## src/rtl/change_dispenser_pkg.sv

```systemverilog
// change_dispenser_pkg: shared FSM encoding and datapath widths for the change dispenser
package change_dispenser_pkg;
   localparam int COIN_W  = 2;
   localparam int STOCK_W = 4;
   localparam int TIMER_W = 8;
   typedef enum logic [2:0] {IDLE, PULSE, SENSE, GAP, DONE, FAULT} state_t;
endpackage

```

## src/rtl/change_dispenser_timer.sv

```systemverilog
// dispense_timer: loadable down-counter shared by the PULSE, SENSE and GAP phases
module dispense_timer
   import change_dispenser_pkg::*;
(
   input  logic               clk,
   input  logic               rst,
   input  logic               load,
   input  logic [TIMER_W-1:0] value,
   output logic               expired
);
   logic [TIMER_W-1:0] cnt;
   always_ff @(posedge clk or negedge rst)
      if (!rst) cnt <= '0;
      else if (load) cnt <= value;
      else if (cnt != '0) cnt <= cnt - TIMER_W'(1);
   assign expired = cnt == '0;
endmodule

```

## src/rtl/change_dispenser.sv

```systemverilog
// change_dispenser: pulses a coin hopper once per owed coin, confirms each coin on the exit
// sensor, and tracks stock with sticky jam/empty faults that a refill clears
module change_dispenser
   import change_dispenser_pkg::*;
#(
   parameter int                 COIN_CYCLES = 4,
   parameter int                 GAP_CYCLES  = 2,
   parameter int                 TIMEOUT     = 8,
   parameter logic [STOCK_W-1:0] STOCK_INIT  = 4'd15
) (
   input  logic               clk,
   input  logic               rst,
   input  logic [COIN_W-1:0]  change,
   input  logic               change_valid,
   output logic               change_ready,
   output logic               hopper_pulse,
   input  logic               coin_sensed,
   input  logic               refill,
   output logic [STOCK_W-1:0] stock,
   output logic [COIN_W-1:0]  owed,
   output logic               done,
   output logic               err_jam,
   output logic               err_empty
);
   localparam logic [TIMER_W-1:0] PULSE_LD = TIMER_W'(COIN_CYCLES - 1);
   localparam logic [TIMER_W-1:0] SENSE_LD = TIMER_W'(TIMEOUT - 1);
   localparam logic [TIMER_W-1:0] GAP_LD   = TIMER_W'(GAP_CYCLES - 1);
   state_t state, nxt;
   logic armed, expired, accept, sense_hit, stock_ok, set_jam, set_empty;
   logic [TIMER_W-1:0] ld_val;
   assign change_ready = armed && state == IDLE;
   assign hopper_pulse = state == PULSE;
   assign done         = state == DONE;
   assign accept       = change_valid && change_ready;
   assign sense_hit    = state == SENSE && coin_sensed;
   // a refill landing on the decision edge counts as stock being available
   assign stock_ok     = stock != '0 || refill;
   assign ld_val       = nxt == PULSE ? PULSE_LD : nxt == SENSE ? SENSE_LD : GAP_LD;
   always_comb begin
      nxt       = state;
      set_jam   = 1'b0;
      set_empty = 1'b0;
      unique case (state)
         IDLE: if (accept) begin
            nxt       = change == '0 ? DONE : stock_ok ? PULSE : FAULT;
            set_empty = change != '0 && !stock_ok;
         end
         PULSE: nxt = expired ? SENSE : PULSE;
         SENSE: if (coin_sensed) nxt = owed <= COIN_W'(1) ? DONE : GAP;
            else if (expired) begin
               nxt     = FAULT;
               set_jam = 1'b1;
            end
         GAP: if (expired) begin
            nxt       = stock_ok ? PULSE : FAULT;
            set_empty = !stock_ok;
         end
         DONE:    nxt = IDLE;
         FAULT:   nxt = refill ? GAP : FAULT;
         default: nxt = IDLE;
      endcase
   end
   dispense_timer u_timer (
      .clk    (clk),
      .rst    (rst),
      .load   (nxt != state),
      .value  (ld_val),
      .expired(expired)
   );
   always_ff @(posedge clk or negedge rst)
      if (!rst) begin
         state     <= IDLE;
         armed     <= 1'b0;
         stock     <= STOCK_INIT;
         owed      <= '0;
         err_jam   <= 1'b0;
         err_empty <= 1'b0;
      end else begin
         state     <= nxt;
         armed     <= 1'b1;
         owed      <= accept ? change : (sense_hit && owed != '0) ? owed - COIN_W'(1) : owed;
         stock     <= refill ? STOCK_INIT : (sense_hit && stock != '0) ? stock - STOCK_W'(1) : stock;
         err_jam   <= (state == FAULT && refill) ? 1'b0 : err_jam | set_jam;
         err_empty <= (state == FAULT && refill) ? 1'b0 : err_empty | set_empty;
      end
endmodule

```

## config.mk

```make
export PLATFORM = sky130hd
export DESIGN_NAME = change_dispenser
export DESIGN_NICKNAME = d
export VERILOG_FILES = /design/src/rtl/change_dispenser_pkg.sv /design/src/rtl/change_dispenser_timer.sv /design/src/rtl/change_dispenser.sv
export SDC_FILE = /design/constraint.sdc
export NUM_CORES = 1
export LEC_CHECK = 0
export ABC_AREA = 1
export CAP_MARGIN = 5
export CELL_PAD_IN_SITES_DETAIL_PLACEMENT = 0
export CELL_PAD_IN_SITES_GLOBAL_PLACEMENT = 1
export CORE_ASPECT_RATIO = 0.8
export CORE_UTILIZATION = 30
export DETAILED_ROUTE_END_ITERATION = 7
export DONT_BUFFER_PORTS = 1
export GPL_ROUTABILITY_DRIVEN = 0
export PLACE_DENSITY = 0.65
export RECOVER_POWER = 50
export SYNTH_ARGS = -nofsm -noshare
export SYNTH_HDL_FRONTEND = slang
export SYNTH_HIERARCHICAL = 1
export SYNTH_SLANG_ARGS = --single-unit
```

## constraint.sdc

```tcl
create_clock -name clk -period 2.9 [get_ports clk]
set_input_delay 0.58 -clock clk [delete_from_list [all_inputs] [get_ports clk]]
set_output_delay 0.58 -clock clk [all_outputs]
set_load 0.05 [all_outputs]
```

Word level (Yosys, flattened, before mapping):

Index checks and enable logic that the tools add are counted.

* multiplexer cells: 26
* reductions and logical operators: 19
* eq/ne operators: 8
* magnitude comparators: 1
* divide/modulo/power cells: 0
* add/subtract/negate cells: 3
* bitwise operators: 2
* $mul: 0
* shifts and indexed selects: 0

Operators with widths (count)
* $mux 3: 10
* $mux 8: 2
* $pmux 3 s5: 1
* $reduce_bool 2->1: 5
* $eq 3x2->1 const B: 3
* $logic_not 8->1: 1
* $mux 4: 2
* $reduce_bool 8->1: 1
* $sub 8x1->8 const B: 1
* $logic_and 1x1->1: 7
* $mux 1: 7
* $eq 3x1->1 const B: 2
* $eq 3x3->1 const B: 2
* $mux 2: 3
* $reduce_bool 4->1: 1
* $sub 4x1->4 const B: 1
* $logic_not 3->1: 1
* $ne 3x3->1: 1
* $le 2x1->1 const B: 1
* $logic_not 2->1: 1
* $or 1x1->1: 2
* $pmux 1 s2: 1
* $sub 2x1->2 const B: 1
* $logic_not 1->1: 1
* $logic_or 1x1->1: 1

* memory bits (writable): 0
* word-level logic and storage cells: 66
* memory bits (read-only): 0
* output and inout port bits: 11
* bits in latches: 0
* input port bits: 7
* memories kept: 0
* bits in registers: 20

Depth between registers and ports, before layout:

* depth in word-level cells: 10
* depth in mapped cells: 18
* depth with buffers taken out: 17

Modules after synthesis:

Netlist, hierarchy kept.

Modules (own cells, without submodules)
* change_dispenser: seq. area each 305.3 sq um, cells each 125, area an instance 917.1 sq um, instances 1
* dispense_timer: seq. area each 200.2 sq um, cells each 71, area an instance 513.0 sq um, instances 1

Worst setup path after synthesis:

OpenSTA, ideal clock, no wires.

* kind: flip-flop to output port
* from: register state[0]
* to: output done
* path slack: 0.720 ns
* buffers on the path: 1
* stages on the path, launching flop included: 3
* data arrival time: 1.600 ns
* required time: 2.320 ns
* cell sequence: dfrtp_1 buf_6 nor3_1

* longest elaborated chain between the ends: 1

Ends and longest elaborated chain
* start, declared: RTL line change_dispenser.sv:28 `state_t state, nxt;`
* start signal, assigned: RTL line change_dispenser.sv:79 `state <= nxt;`
* $eq 3x3->1: RTL line change_dispenser.sv:33 `assign done = state == DONE;`
* end, declared: RTL line change_dispenser.sv:21 `output logic done,`

No other way between the ends.

Worst setup path in the final report:

* from: register u_timer.cnt[0]
* to: register u_timer.cnt[4]

* longest elaborated chain between the ends: 6
* elaborated cells on any way between the ends: 12
* those cells by class: add/sub (1); eq/ne (1); mux (7); reduce/logical (3)

Ends and longest elaborated chain
* start, declared: RTL line change_dispenser_timer.sv:11 `logic [TIMER_W-1:0] cnt;`
* start signal, assigned: RTL line change_dispenser_timer.sv:14 `else if (load) cnt <= value;`
* start signal, assigned: RTL line change_dispenser_timer.sv:15 `else if (cnt != '0) cnt <= cnt - TIMER_W'(1);`
* $logic_not 8->1 (*): RTL line change_dispenser_timer.sv:16 `assign expired = cnt == '0;`
* named net expired: RTL line change_dispenser.sv:29 `logic armed, expired, accept, sense_hit, stock_ok, set_jam, set_empty;`
* $mux 3: RTL line change_dispenser.sv:50 `else if (expired) begin`
* $mux 3: RTL line change_dispenser.sv:49 `SENSE: if (coin_sensed) nxt = owed <= COIN_W'(1) ? DONE : GAP;`
* $pmux 3 s5 (*): RTL line change_dispenser.sv:43 `unique case (state)`
* named net nxt[1]: RTL line change_dispenser.sv:28
* $ne 3x3->1 (*): RTL line change_dispenser.sv:66 `.load (nxt != state),`
* $mux 8 / $reduce_bool 2->1 (equally long branches)

The timed path passes the listed nets; every way through them passes the cells marked *. The select of a mux whose other input is x is not followed.
A chain may end at the register's enable or synchronous reset.

==> reports/qor.yml <==
clock_tree:
  cts_setup_buffers: 0
  holdBufCountCts: 1
  cts_buffers: 3
  cts_resized: 0
  clk_latency_ns: 0.26
  cts_buffer_depth: 2
  cts_htree_levels: 1
  clock_sinks: 20
  clk_pin_slew_ns: 0.08
  root_buffer: "clkbuf_8"
  tritoncts: "yes"
timing:
  tns_ns: 0
  fin_crit_ns: 2.56
  hold_viol: 0
  finClkSkew_ns: 0.00259
  relSlewSlack_pct: 43.4
  slew_violations: 0
  fmax_ghz: 0.391
  setup_viol: 0
  rsz0062_at_grt: "no"
  tightestPinTransition_ns: 0.844
  fin_crit_sh_pct: 88.2
floorplan:
  core-area_um2: 4570
  die_w_um: 79.2
  die-height_um: 63.8
  ioPinCount: 18
  dieArea_um2: 5050
  start_util_pct: 31.3
  num_rows: 22
cells_and_area:
  design_area_um2: 1590
  nets: 221
  area_delta_synth_final_pct: 11.5
  drive_gt1_share_pct: 16.8
  fill_cells: 505
  fin_util_pct: 34.9
  n_antenna_cell: 0
synth:
  syn_area_um2: 1430
  yosysWarnings: 6
  avgSynthCellArea_um2: 7.30
  synth_edf_count: 0
  yosysSeqAreaShare_pct: 35.3
  synth-main-ff-cell: "dfrtp_1"
  synthCells: 196
  async_flop_share_pct: 100
  ys_ff_latch: 20
  synthDistinctLibCells: 32
routing:
  dr_total_vias: 1173
  drtIter0Drc: 42
  drcViolationCount: 0
  wirelength_um: 3070
  antenna_left: 0
  firstDrtPassIters: 4
  route.detailed.wl_per_inst_um: 11.4
  viasPerCell: 4.38
grt:
  grt_max_degree: 17
  grt_pass1_vias: 1010
  antenna_found_initial: 0
  grt_pass1_wl_um: 4980
  grt_usage_pct: 13.2
  overflow: 0
power_and_ir_drop:
  vdd_drop_max_mv: 0.330
  p_leak_nw: 0.817
  power_mw: 1.81
  power_density_nw_per_um2: 1140
setup_path:
  crit_required_ns: 3.05
  path_class: "reg -> reg"
  crit_top_cell: "nand2_1"
  crit_slowest_cell: "dfrtp_1"
  path_cells: "inv_1, ha_1, nand2_2, nor2_4, inv_1, nand3_1, nand2_1, nand2_2, nand3_2, nand2_1, nand2_1, nor2_1, nand2_1, inv_1, nand2_4, a21boi_1"
  cp_max_fo: 12
  crit_path_start_kind: "flop"
  cp-end-kind: "flop"
  slowest_delay_ns: 0.37
  worst_ep_arrival_time_ns: 2.71
run_status:
  outcome: "complete, no violations"
flow_run:
  drv_cap: 0
placed_design:
  portBuffers: 0
  place_area_um2: 1540
  hpwl_um: 2400
min_path:
  holdCritPathClass: "in -> async"
## Yosys cell counts, types with 4 or more instances
library cell | count | share of area, %
dfrtp_1 | 16 | 28
nor2_1 | 20 | 5.2
nor3_1 | 4 | 1.4
nand4_1 | 4 | 1.7
inv_2 | 4 | 1.0
nand3_1 | 15 | 5.2
nand2_1 | 51 | 13
inv_1 | 23 | 6.0
o21ai_0 | 8 | 2.8
ha_1 | 5 | 4.4
nor2_2 | 5 | 2.2
dfstp_2 | 4 | 7.3
## metrics by stage
stage | hold slack (ns) | setup WS [ns] | instances
2_1_floorplan | 0.284 | 0.720 | 201
3_3_place_gp | 0.285 | 0.400 | 263
3_5_place_dp | 0.285 | 0.325 | 263
4_1_cts | 0.143 | 0.324 | 268
5_1_grt | 0.130 | 0.0476 | 268
6_report | 0.157 | 0.342 | 268
## area by class of cell
cell class / count / area, µm² / share of cell area, %
clock buffers: 3 / 41.3 / 2.59
clock inverters: 1 / 30.0 / 1.88
inverters: 30 / 114 / 7.14
multi-input cells: 148 / 788 / 49.5
flip-flops and latches: 20 / 505 / 31.7
well taps: 60 / 75.1 / 4.71
repair buffers: 6 / 40.0 / 2.51
## critical path: cells and delay by family (launching register included)
family	cells	cell delay, ns
buf+inv	3	0.46
flops	1	0.37
fa+ha+maj	1	0.28
compound gates	1	0.14
simple gates	11	1.20
## report_power, final
part	switching (mW)	leakage (nW)	total, mW	internal (mW)
registers	0.136	0.241	0.519	0.383
clock network	0.0967	0.0357	0.281	0.184
logic	0.689	0.540	1.01	0.324
## cells in the final DEF, fill, tap and decap left out, types with 2 or more instances in the layout
master    synthesis  routed
clkbuf_8          0       3
nor2_2            5       5
a21oi_1           3       3
nand3_2           3       2
dfstp_2           4       4
nor3_1            4       3
nand2_1          51      51
dfrtp_1          16      16
clkinv_1          2       2
inv_1            23      23
inv_2             4       4
nor2_1           20      20
conb_1            2       7
clkbuf_1          0       2
ha_1              5       5
nand2_2           3       3
buf_4             0       3
o21ai_0           8       8
o21ai_2           3       3
nand4_1           4       4
nor2_4            3       3
o211ai_1          3       3
o21ai_1           2       2
nand3_1          15      17
nand3b_1          2       2
## logic make-up after synthesis
logic type | after synthesis | synth area share (%)
AO/OA/AOI/OAI | 21 | 9.01
buffers and inverters | 33 | 9.97
adder cells (fa/ha/maj) | 5 | 4.37
other | 2 | 0.525
AND/OR/NAND/NOR | 113 | 39.5
flip-flops | 20 | 35.3
XOR/XNOR | 2 | 1.23
## registers in the layout, indices dropped and copies added (netlist names)
| register | cells |
|---|---|
| err_empty | 1 |
| state | 3 |
| armed | 1 |
| owed | 2 |
| stock | 4 |
| err_jam | 1 |
| u_timer/cnt | 8 |
## path summary, 6_finish.rpt
path / from / to / slack, ns / depth (start not counted)
worst max-delay path: u_timer/cnt[0] / u_timer/cnt[4] / 0.34 / 16
worst min-delay path: rst / stock[3] / 0.16 / 0
worst max register to register: u_timer/cnt[0] / u_timer/cnt[4] / 0.34 / 16
worst min register to register: u_timer/cnt[1] / u_timer/cnt[1] / 0.56 / 2
max in group asynchronous: rst / u_timer/cnt[2] / 1.53 / 1
min in group clk: refill / stock[0] / 0.43 / 2
## layer usage
metal | up-vias | share of wire (%) | track usage, % | routed length [µm]
met5 | - | 0 | 0 | 0
li1 | 642 | - | - | -
met2 | 18 | 40 | 19.2 | 1220
met4 | 0 | 0.88 | 3.41 | 27
met1 | 511 | 56 | 19.5 | 1710
met3 | 2 | 3.5 | 3.00 | 106
No activity file was read; power rests on OpenSTA's default activity.
